## config.mk

```make
export PLATFORM = sky130hd
export DESIGN_NAME = mem_port_arbiter
export DESIGN_NICKNAME = d
export VERILOG_FILES = /design/src/rtl/mem_port_arbiter.sv
export SDC_FILE = /design/constraint.sdc
export NUM_CORES = 1
export LEC_CHECK = 0
export CAP_MARGIN = 20
export CORE_MARGIN = 2
export CORE_UTILIZATION = 40
export DETAILED_ROUTE_END_ITERATION = 12
export GPL_ROUTABILITY_DRIVEN = 0
export PLACE_DENSITY = 0.85
export SYNTH_ARGS = -nofsm -noshare
export SYNTH_HDL_FRONTEND = slang
export SYNTH_SLANG_ARGS = --single-unit
```

## constraint.sdc

```tcl
create_clock -name clk -period 2.4 [get_ports clk]
set_input_delay 0.48 -clock clk [delete_from_list [all_inputs] [get_ports clk]]
set_output_delay 0.48 -clock clk [all_outputs]
set_load 0.01 [all_outputs]
```

## src/rtl/mem_port_arbiter.sv

```systemverilog
// mem_port_arbiter: round-robin arbiter sharing one single-port RAM between
// NUM_REQ requesters, with a single access in flight at a time.
// Each access moves through IDLE -> ISSUE -> (WAIT for reads) -> DONE.
// Optional feature macro: ARB_LOCK_EN adds a lock input. While lock is high,
// only the highest-numbered requester may win arbitration.
module mem_port_arbiter #(
    parameter int NUM_REQ = 3,
    parameter int ADDR_W  = 16,
    parameter int DATA_W  = 8,
    parameter int RAM_LAT = 2
) (
    input  logic                        clk,
    input  logic                        reset,
    input  logic [NUM_REQ-1:0]          req,
    input  logic [NUM_REQ-1:0]          req_we,
    input  logic [NUM_REQ*ADDR_W-1:0]   req_addr,
    input  logic [NUM_REQ*DATA_W-1:0]   req_wdata,
    output logic [NUM_REQ-1:0]          gnt,
    output logic [NUM_REQ-1:0]          done,
    output logic [DATA_W-1:0]           rdata,
    output logic                        mem_en,
    output logic                        mem_we,
    output logic [ADDR_W-1:0]           mem_addr,
    output logic [DATA_W-1:0]           mem_wdata,
    input  logic [DATA_W-1:0]           mem_rdata,
`ifdef ARB_LOCK_EN
    input  logic                        lock,
`endif
    output logic                        busy
);

    localparam int IDX_W = (NUM_REQ > 1) ? $clog2(NUM_REQ) : 1;
    localparam int CNT_W = (RAM_LAT > 1) ? $clog2(RAM_LAT) : 1;

    typedef enum logic [1:0] {IDLE, ISSUE, WAIT, DONE} state_t;

    state_t              state_q, state_d;
    logic [IDX_W-1:0]    win_q, win_d;
    logic [IDX_W-1:0]    last_q, last_d;
    logic                we_q, we_d;
    logic [ADDR_W-1:0]   addr_q, addr_d;
    logic [DATA_W-1:0]   wdata_q, wdata_d;
    logic [CNT_W-1:0]    cnt_q, cnt_d;
    logic [DATA_W-1:0]   rdata_q, rdata_d;

    logic [NUM_REQ-1:0]  eligible;
    logic                found_hi, found_lo, found;
    logic [IDX_W-1:0]    pick_hi, pick_lo, pick;

    // Requests allowed to compete this cycle; lock narrows the field to the top requester.
    always_comb begin
        eligible = req;
`ifdef ARB_LOCK_EN
        if (lock) begin
            eligible = '0;
            eligible[NUM_REQ-1] = req[NUM_REQ-1];
        end
`endif
    end

    // Round-robin pick: lowest eligible index above last, otherwise lowest eligible overall (wrap).
    always_comb begin
        found_hi = 1'b0;
        found_lo = 1'b0;
        pick_hi  = '0;
        pick_lo  = '0;
        for (int j = 0; j < NUM_REQ; j++) begin
            if (!found_hi && eligible[j] && (j > int'(last_q))) begin
                found_hi = 1'b1;
                pick_hi  = IDX_W'(j);
            end
            if (!found_lo && eligible[j]) begin
                found_lo = 1'b1;
                pick_lo  = IDX_W'(j);
            end
        end
        found = found_hi | found_lo;
        pick  = found_hi ? pick_hi : pick_lo;
    end

    // Next-state and output decode for the access sequencer.
    always_comb begin
        state_d = state_q;
        win_d   = win_q;
        last_d  = last_q;
        we_d    = we_q;
        addr_d  = addr_q;
        wdata_d = wdata_q;
        cnt_d   = cnt_q;
        rdata_d = rdata_q;
        gnt     = '0;
        done    = '0;
        mem_en  = 1'b0;
        mem_we  = 1'b0;
        busy    = (state_q != IDLE);
        case (state_q)
            IDLE: begin
                if (found) begin
                    win_d   = pick;
                    last_d  = pick;
                    we_d    = req_we[pick];
                    addr_d  = req_addr[int'(pick)*ADDR_W +: ADDR_W];
                    wdata_d = req_wdata[int'(pick)*DATA_W +: DATA_W];
                    state_d = ISSUE;
                end
            end
            ISSUE: begin
                mem_en     = 1'b1;
                mem_we     = we_q;
                gnt[win_q] = 1'b1;
                if (we_q) begin
                    state_d = DONE;
                end else begin
                    cnt_d   = CNT_W'(RAM_LAT - 1);
                    state_d = WAIT;
                end
            end
            WAIT: begin
                // The counter reaches zero in the cycle the RAM data becomes valid.
                if (cnt_q == '0) begin
                    rdata_d = mem_rdata;
                    state_d = DONE;
                end else begin
                    cnt_d = cnt_q - 1'b1;
                end
            end
            DONE: begin
                done[win_q] = 1'b1;
                state_d     = IDLE;
            end
            default: state_d = IDLE;
        endcase
    end

    // State and latch registers; reset abandons any in-flight access.
    always_ff @(posedge clk) begin
        if (reset) begin
            state_q <= IDLE;
            win_q   <= '0;
            last_q  <= IDX_W'(NUM_REQ - 1);
            we_q    <= 1'b0;
            addr_q  <= '0;
            wdata_q <= '0;
            cnt_q   <= '0;
            rdata_q <= '0;
        end else begin
            state_q <= state_d;
            win_q   <= win_d;
            last_q  <= last_d;
            we_q    <= we_d;
            addr_q  <= addr_d;
            wdata_q <= wdata_d;
            cnt_q   <= cnt_d;
            rdata_q <= rdata_d;
        end
    end

    assign mem_addr  = addr_q;
    assign mem_wdata = wdata_q;
    assign rdata     = rdata_q;

endmodule

```

==> metrics.md <==
| Metric | Value |
|---|---|
| Vias after detailed routing | `roughly 2,000` |
| Total GRT Usage | `between 10% and 20%` |
| Worst hold start | `mem_addr[7]` |
| Worst hold path depth | `2` |
| Largest net degree at the start of global routing | `18` |
| Crit path kind | `reg -> out` |
| Largest family of logic cells by synthesized area | `compound AO/OA/AOI/OAI gates` |
| CP required | `between 1500 and 2000 ps` |
| Starting Density | `41.7%` |
| # setup viols final | `0` |
| Fin crit share | `91.7%` |
| Post-place setup slack | `about 190 ps` |
| Via density | `4.80` |
| Netlist Area Pre-Place | `2130 um^2` |
| Outcome | `complete, no violations` |
| Rel. slew slack | `between 70% and 80%` |
| Hold Crit Endpoint | `mem_addr[7]` |
| R2R Path End | `mem_addr[2]` |
| Worst path arrival time | `1720 ps` |
| Mean Syn Cell Area | `9.85 um^2` |
| Synth warn | `0` |
| Cts hold-fix bufs | `0` |
| Final setup skew | `~4.9 ps` |
| Cell Pwr Density | `~830 nW/um^2` |
| Main synth FF type | `dfxtp_1` |
| Met1 wire length | `2560 um` |
| RSZ-0062 raised after global routing | `no` |
| Skew-Pair Late Insertion Delay | `280 ps` |
| Worst setup EP type | `primary output` |
| Vias in the first global route | `2,030` |
| MaxCap Viol Count | `0` |
| Xor and xnor area share after synthesis | `0%` |
| First-pass GRT wire length | `9610 um` |
| Static leakage | `1.51 nW` |
| # diodes | `0` |
| Met2 WL | `2850 um` |
| Post-Syn Instances | `216` |
| PostCTS Resize Cnt | `0` |
| Row count | `26` |
| Cell variety after synth | `32` |
| Post-route ant nets | `0` |
| TNS Setup | `0 ps` |
| Seq. cell area | `roughly 780 um^2` |
| Residual DRC count | `0` |
| Initial detailed-routing violation count | `40` |
| Maximum vdd drop | `0.466 mV` |
| EDFF count, synth | `0` |
| Final WL | `around 5900 um` |
| Hold Violations, Final | `0` |
| Area grow syn2layout | `67.5%` |
| CTS tree | `done` |
| Core ar. | `5110 um^2` |
| Area of the multi-input gates | `about 1100 um^2` |
| Post-synthesis mux area share | `16.0%` |
| Vert. Die Dim | `roughly 77 um` |
| Layout cell share with drive strength beyond 1 | `11.7%` |
| Crit Path Max Fanout | `6` |
| Met3 wire len | `between 400 and 500 um` |
| Commonest non-fill, non-tap cell in the layout | `clkdlybuf4s50_1` |
| Routed WL per cell | `~14 um` |
| Reg2reg path depth | `6` |
| Filler Cell Count | `403` |
| Worst setup margin | `around 200 ps` |
| Die area | `5920 um^2` |
| Top sig layer | `met4` |
| CTS buffer count | `5` |
| Worst-Margin Slew | `369 ps` |
| Most frequent cells in the layout | `128 x clkdlybuf4s50_1, 39 x dfxtp_1, 34 x mux2i_1` |
| H-tree levels | `2` |
| Worst-case clock buffer depth | `2` |
| Max Slew Vio Count | `0` |
| Tightest Hold Check Type | `reg -> reg` |
| Post-Synth Simple-Gate Area | `between 10% and 20%` |
| Sequential share of the synthesized area | `36.7%` |
| Initial antenna violation count | `0` |
| Syn nets | `309` |
| FMAX | `about 450 MHz` |
| R2r startpoint | `state_q[0]` |
| I/O pin count | `between 100 and 150` |
| Synth Area in Compound Gates | `approximately a fifth` |
| Post-DP HPWL | `roughly 4700 um` |
| DIE WIDTH | `76.9 um` |
| IO Port Bufs | `128` |
| Nets | `approximately 440` |
| Asr flop ratio synth | `0%` |
| Register bit total from synthesis | `39` |
| Type of origin of the critical path | `flop` |
| Post-Synth Adder-Cell Area | `2.94%` |
| FF-to-FF setup slack | `roughly 640 ps` |
| Drt pass-1 iters | `2` |
| Residual overflow from global routing | `0` |
| Setup bufs post-CTS | `0` |
| Clock root cell | `clkbuf_8` |
| Final Critical Period | `2200 ps` |
| CTS clock-pin slew for the worst setup and hold paths | `70 ps` |
| Clock sink count | `39` |
Yosys cell counts (4+ instances only):
master / count / area [um^2]
dfxtp_1: 39 / 781
nor2_1: 11 / 41.3
a21oi_1: 4 / 20.0
inv_1: 29 / 109
ha_1: 5 / 62.6
buf_2: 6 / 30.0
o221ai_2: 20 / 300
nand2_1: 28 / 105
nor3b_1: 4 / 30.0
and3b_1: 4 / 35.0
o221ai_1: 5 / 43.8
mux2i_1: 34 / 340
how the worst max path moves through the flow:
stage	to	cells after the start	slack (ps)	start
5_1_grt	gnt[0]	4	40	state_q[1]
3_5_place_dp	mem_wdata[6]	6	190	req[1]
4_1_cts	gnt[0]	4	170	state_q[1]
3_3_place_gp	mem_addr[13]	6	210	req[1]
6_report	gnt[0]	4	200	state_q[1]
2_1_floorplan	mem_addr[7]	7	770	state_q[0]
flip-flops by register name, summed over array words and instances, names as in the netlist:
name / count
mem_addr: 16
last_q: 1
rdata: 8
cnt_q: 1
mem_wdata: 8
win_q: 2
state_q: 2
we_q: 1
cell type report:
type	instances	share of cell area (%)
multi-input combinational	134	31.7
sequential	39	21.9
clock inverter	1	0.140
tap	70	2.46
inverter	29	3.05
timing repair buffer	139	38.6
clock buffer	7	2.14
critical path, stage by stage, from the launching register on:
cell and delay [ps]:
dfxtp_1 350, inv_1 110, ha_1 220, nor3b_1 190, clkdlybuf4s50_1 560
metrics by stage:
step	hold WS, ps	cells	instance area (um^2)	utilization (%)	power (mW)
final	470	419	3560	69.8	2.97
after global routing	499	419	3560	69.8	3.16
after CTS	473	419	3560	69.8	3.01
after detailed placement	448	411	3480	68.2	2.58
after global placement	443	411	3480	68.2	2.55
after floorplan	452	216	2130	-	1.86
routing by layer:
metal,global-route usage (%),vias to the layer above
li1,-,1017
met1,23.5,904
met2,35.1,84
met3,5.29,7
met4,6.18,0
met5,0,-
power by group:
part           internal, mW  switching (mW)
Combinational         0.878           0.656
Sequential            0.876           0.147
Clock                 0.204           0.214
Total                  1.96            1.02
kinds of logic after synthesis:
family	after synthesis
mux	34
simple gates	59
flops	39
fa+ha+maj	5
compound gates	36
buf+inv	43
(Power assumes the default switching activity.)
